$ cat src/rtl/mmio_sw_port.sv
// Load-side MMIO port: synchronized, debounced switches with an event FIFO.
// Define SWPORT_IRQ_EN to enable the registered irq output and CTRL irq_en bit.
`timescale 1ns/1ps
module mmio_sw_port #(
  parameter int              CNT_W           = 16,
  parameter logic [CNT_W-1:0] DEBOUNCE_CYCLES = 16'd50000,
  parameter int              FIFO_DEPTH      = 8
) (
  input  logic        clk,
  input  logic        reset,
  input  logic        cs,
  input  logic        we,
  input  logic [3:0]  addr,
  input  logic [31:0] wdata,
  output logic [31:0] rdata,
  input  logic [15:0] sw_in,
  output logic        irq
);
  localparam int AW = $clog2(FIFO_DEPTH);
  localparam int CW = AW + 1;

  logic [15:0]      s1, s2, cand, sw_db;
  logic [CNT_W-1:0] cnt;
  logic [31:0]      mem [FIFO_DEPTH];
  logic [AW-1:0]    wp, rp;
  logic [CW-1:0]    count;
  logic             overflow;
  logic             irq_en_v;

  logic [1:0]  sel;
  logic        not_empty, full, commit, pop;
  logic        ctrl_wr, flush, clr_ovf, do_push, drop;
  logic [31:0] ev;
  logic [4:0]  count5;

  assign sel       = addr[3:2];
  assign not_empty = (count != '0);
  assign full      = (count == CW'(FIFO_DEPTH));
  assign commit    = (s2 == cand) && (cnt == DEBOUNCE_CYCLES)
                     && (cand != sw_db);
  assign ev        = {sw_db ^ cand, cand};
  assign pop       = cs && !we && (sel == 2'd2) && not_empty;
  assign ctrl_wr   = cs && we && (sel == 2'd3);
  assign flush     = ctrl_wr && wdata[1];
  assign clr_ovf   = ctrl_wr && wdata[0];
  // A pop frees the slot this cycle, so a full FIFO still accepts the push.
  assign do_push   = commit && (!full || pop) && !flush;
  assign drop      = commit && full && !pop && !flush;
  assign count5    = 5'(count);

  always_ff @(posedge clk or posedge reset) begin
    if (reset) begin
      s1    <= '0;
      s2    <= '0;
      cand  <= '0;
      sw_db <= '0;
      cnt   <= '0;
    end else begin
      s1 <= sw_in;
      s2 <= s1;
      if (s2 != cand) begin
        cand <= s2;
        cnt  <= '0;
      end else if (cnt != DEBOUNCE_CYCLES) begin
        cnt <= cnt + 1'b1;
      end else if (cand != sw_db) begin
        sw_db <= cand;
      end
    end
  end

  always_ff @(posedge clk) begin
    if (do_push)
      mem[wp] <= ev;
  end

  always_ff @(posedge clk or posedge reset) begin
    if (reset) begin
      wp       <= '0;
      rp       <= '0;
      count    <= '0;
      overflow <= 1'b0;
    end else begin
      if (flush) begin
        wp    <= '0;
        rp    <= '0;
        count <= '0;
      end else begin
        if (do_push) wp <= wp + 1'b1;
        if (pop)     rp <= rp + 1'b1;
        if (do_push && !pop)
          count <= count + CW'(1);
        else if (pop && !do_push)
          count <= count - CW'(1);
      end
      if (drop)
        overflow <= 1'b1;
      else if (clr_ovf)
        overflow <= 1'b0;
    end
  end

`ifdef SWPORT_IRQ_EN
  logic irq_en, irq_q;

  always_ff @(posedge clk or posedge reset) begin
    if (reset) begin
      irq_en <= 1'b0;
      irq_q  <= 1'b0;
    end else begin
      if (ctrl_wr) irq_en <= wdata[2];
      irq_q <= irq_en && not_empty;
    end
  end

  assign irq_en_v = irq_en;
  assign irq      = irq_q;
`else
  assign irq_en_v = 1'b0;
  assign irq      = 1'b0;
`endif

  always_comb begin
    rdata = '0;
    if (cs) begin
      case (sel)
        2'd0: rdata = {16'b0, sw_db};
        2'd1: rdata = {23'b0, count5, 1'b0, overflow, full, not_empty};
        2'd2: rdata = not_empty ? mem[rp] : 32'b0;
        default: rdata = {29'b0, irq_en_v, 2'b0};
      endcase
    end
  end

  logic unused;
  assign unused = ^{wdata[31:3], wdata[2], addr[1:0]};
endmodule

$ cat config.mk
export PLATFORM = sky130hd
export DESIGN_NAME = mmio_sw_port
export DESIGN_NICKNAME = d
export VERILOG_FILES = /design/src/rtl/mmio_sw_port.sv
export SDC_FILE = /design/constraint.sdc
export NUM_CORES = 1
export LEC_CHECK = 0
export ABC_AREA = 1
export ABC_CLOCK_PERIOD_IN_PS = 8300
export CAP_MARGIN = 10
export CORE_ASPECT_RATIO = 1.4
export CORE_UTILIZATION = 46
export DETAILED_ROUTE_END_ITERATION = 6
export PLACE_DENSITY = 0.68
export SLEW_MARGIN = 20
export SYNTH_ARGS = -nofsm -noshare
export SYNTH_HDL_FRONTEND = slang
export SYNTH_SLANG_ARGS = --single-unit
$ cat constraint.sdc
create_clock -name clk -period 8.3 [get_ports clk]
set_input_delay 1.66 -clock clk [delete_from_list [all_inputs] [get_ports clk]]
set_output_delay 1.66 -clock clk [all_outputs]
set_load 0.05 [all_outputs]
==> results.md <==
- CP max FO: 18
- EDFF count, synth: 256
- Worst-skew pair later-pin latency: 0.57 ns
- Worst r2r dst: mem[7][17]$_DFFE_PP_
- GPL Wtd Cong: 0.782
- Crit share post-route: between 70% and 80%
- HP Class: reg -> reg
- Initial antenna violation count: 0
- Share of the synthesized area in the top cell type: 53.5%
- Io pins: 89
- Post-CTS setup buffer count: 0
- Pwr dens: 272 nW/um^2
- Total negative setup slack: 0 ns
- Max-slew headroom: 36.2%
- Crit. Startpoint: addr[3]
- Clock tree buffer depth: 3
- CP Launch Type: input pin
- Area Growth Syn to Fin: 13.6%
- Synth Net Count: 1365
- Layout net count: 1396
- Critical R2R Launch: cand[7]$_DFFE_PP0N_
- F_max: ~150 MHz
- Total CTS buffers: 31
- Hold Path Depth: 0
- Vias/cell: 5.50
- Die Ht: around 210 um
- Fin. max-slew vios: 0
- YS warnings: 0
- Filler cells: between 2000 and 3000
- Lkg Pwr: 5.99 nW
- Number of iterations in the first detailed-routing pass: 7
- Register area share after synthesis: 69.3%
- Multi-input logic area: 3810 um^2
- DR WL/cell: between 15 and 20 um
- Hold buffers post-CTS: 0
- Synth Register Bits: 347
- WP data required: 6.64 ns
- Largest net degree at the start of global routing: 90
- PnR worst setup slack: between 1.5 and 2 ns
- Hold EP: s2[9]$_DFF_PP0_
- RSZ-0062 raised after global routing: false
- Post-CTS Resized: 0
- Place WS: approximately 1.8 ns
- Total clock sinks: 347
- Worst EP arrival: 4.81 ns
- Via count of the first global-routing pass: 9255
- Worst Reg-to-Reg Cells: 12
- Worst setup EP type: output port
- Synth cell count leaders: 256 x edfxtp_1, 238 x nor2_1, 212 x nand2_1, 153 x o21ai_0, 91 x dfrtp_1
- Congestion Overflow GR: 0
- 1st-iter DRT viols: between 700 and 800
- Synth area leaders: edfxtp_1 53%, dfrtp_1 16%, nor2_1 6.2%
- Yosys top cell by area: edfxtp_1
- Initial core utilization: 46.7%
- Antenna Cells: 0
- Final Skew: 0.0144 ns
- Storage element area: 9970 um^2
- Final setup violation count: 0
- Die width: 151 um
- Worst Max-Slew Pin Slew: between 0.9 and 1 ns
- Crit Path Class: in -> out
- Post-Syn Area: 14400 um^2
- Period minus WS final: roughly 6.5 ns
- Post-Route WL: 32900 um
- Outcome: finished with violations
- Rows: 76
- Netlist cell types: 40
- IO Port Bufs: 55
- HP Start: s1[9]$_DFF_PP0_
- First-pass GRT wire length: 50900 um
- Fraction of layout instances using a drive strength above 1: 8.70%
- Max-cap viol count: 0
- ANT nets after route: 0
- Failing checks: DRC
- Vias: 9607
- Die area: 32000 um^2
- Synth Instances: 1302
- Most common flop cell mapped by yosys: edfxtp_1
- Core area: 30800 um^2
- Async set-or-reset flop fraction in the synthesized netlist: a little over a quarter
- H-Tree Depth: 1
- CTS tree: done
- Count leader, synth: edfxtp_1
- Root buf cell: clkbuf_16
- Tot GR Track Use: 21.3%
- Final number of hold-violating endpoints: 0
- Avg Inst Size Synth: 11.0 um^2
- Worst R2R Setup Slack: 4.33 ns
- DRC violations left: 4
- HPWL reported at the end of detailed placement: 18800 um
- Clk pin slew, worst setup/hold paths: 0.06 ns
- VDD IR max: 0.179 mV
==> power breakdown <==
| part | switching, W | internal, W |
|---|---|---|
| logic | 0.000732 | 0.000305 |
| registers | 0.0000677 | 0.00189 |
| clock network | 0.000627 | 0.000818 |
| total | 0.00143 | 0.00302 |
==> cells by family (layout without fill, tap and decap cells) <==
logic type                 after synthesis  after routing  synth area share, %
AOI/OAI and AO/OA                      266            266                 10.9
other                                    1              1               0.0261
xor gates and xnor gates                 5              5                0.305
and+or+nand+nor                        506            506                 14.3
adders and majority gates                7              7                0.661
DFF                                    347            347                 69.3
buffers and inverters                  170            225                 4.54
==> layer usage <==
layer | share of wire (%) | vias to the layer above | wire, um | track usage (%)
li1 | - | 4534 | - | -
met1 | 41 | 4697 | 13300 | 27.2
met2 | 50 | 306 | 16400 | 35.8
met3 | 6.0 | 70 | 1970 | 3.07
met4 | 3.6 | 0 | 1180 | 9.24
met5 | 0 | - | 0 | 0
==> worst max-delay path by stage <==
stage                                endpoint  slack [ns]  cells past startpoint
after global routing                rdata[28]        1.66                      7
after detailed placement            rdata[28]        1.79                      7
final                               rdata[28]        1.83                      7
after floorplan           mem[6][0]$_DFFE_PP_        3.15                      8
after CTS                           rdata[28]        1.77                      7
after global placement              rdata[28]        1.80                      7
==> per-stage QoR <==
step	hold WS (ns)	power (W)	cells	area (um^2)	util (%)
6_report	0.346	0.00444	1747	16300	53.0
5_1_grt	0.348	0.00465	1747	16300	53.0
4_1_cts	0.348	0.00447	1747	16300	53.0
3_5_place_dp	0.335	0.00304	1690	15300	49.7
3_3_place_gp	0.333	0.00301	1690	15300	49.7
2_1_floorplan	0.331	0.00272	1302	14400	-
==> layout make-up <==
type	count	share of cell area [%]
inverters	97	2.25
clock inverters	18	1.14
repair buffers	71	4.11
flip-flops and latches	347	61.0
well taps	390	2.99
clock buffers	39	5.18
multi-input cells	785	23.3
==> critical path, stage by stage <==
cell             delay, ns
clkdlybuf4s50_1       0.54
nand2_2               0.11
nor2_8                0.35
nand2_1               0.58
a31o_2                0.43
a31oi_1               0.25
clkdlybuf4s50_1       0.87
==> registers in the layout (all words and copies together), names as in the netlist <==
name,count
s2,16
overflow,1
s1,16
count,4
mem,256
rp,3
sw_db,16
wp,3
cnt,16
cand,16
==> layout by cell type (no fill, tap or decap), types with 25 or more instances in the layout <==
master / netlist / routed
a21oi_1: 25 / 25
clkbuf_16: 0 / 31
clkdlybuf4s50_1: 0 / 55
dfrtp_1: 91 / 89
edfxtp_1: 256 / 256
inv_1: 85 / 82
nand2_1: 212 / 212
nand3_1: 25 / 25
nor2_1: 238 / 236
o21ai_0: 153 / 153
o221ai_1: 25 / 25
(Power assumes the default switching activity.)
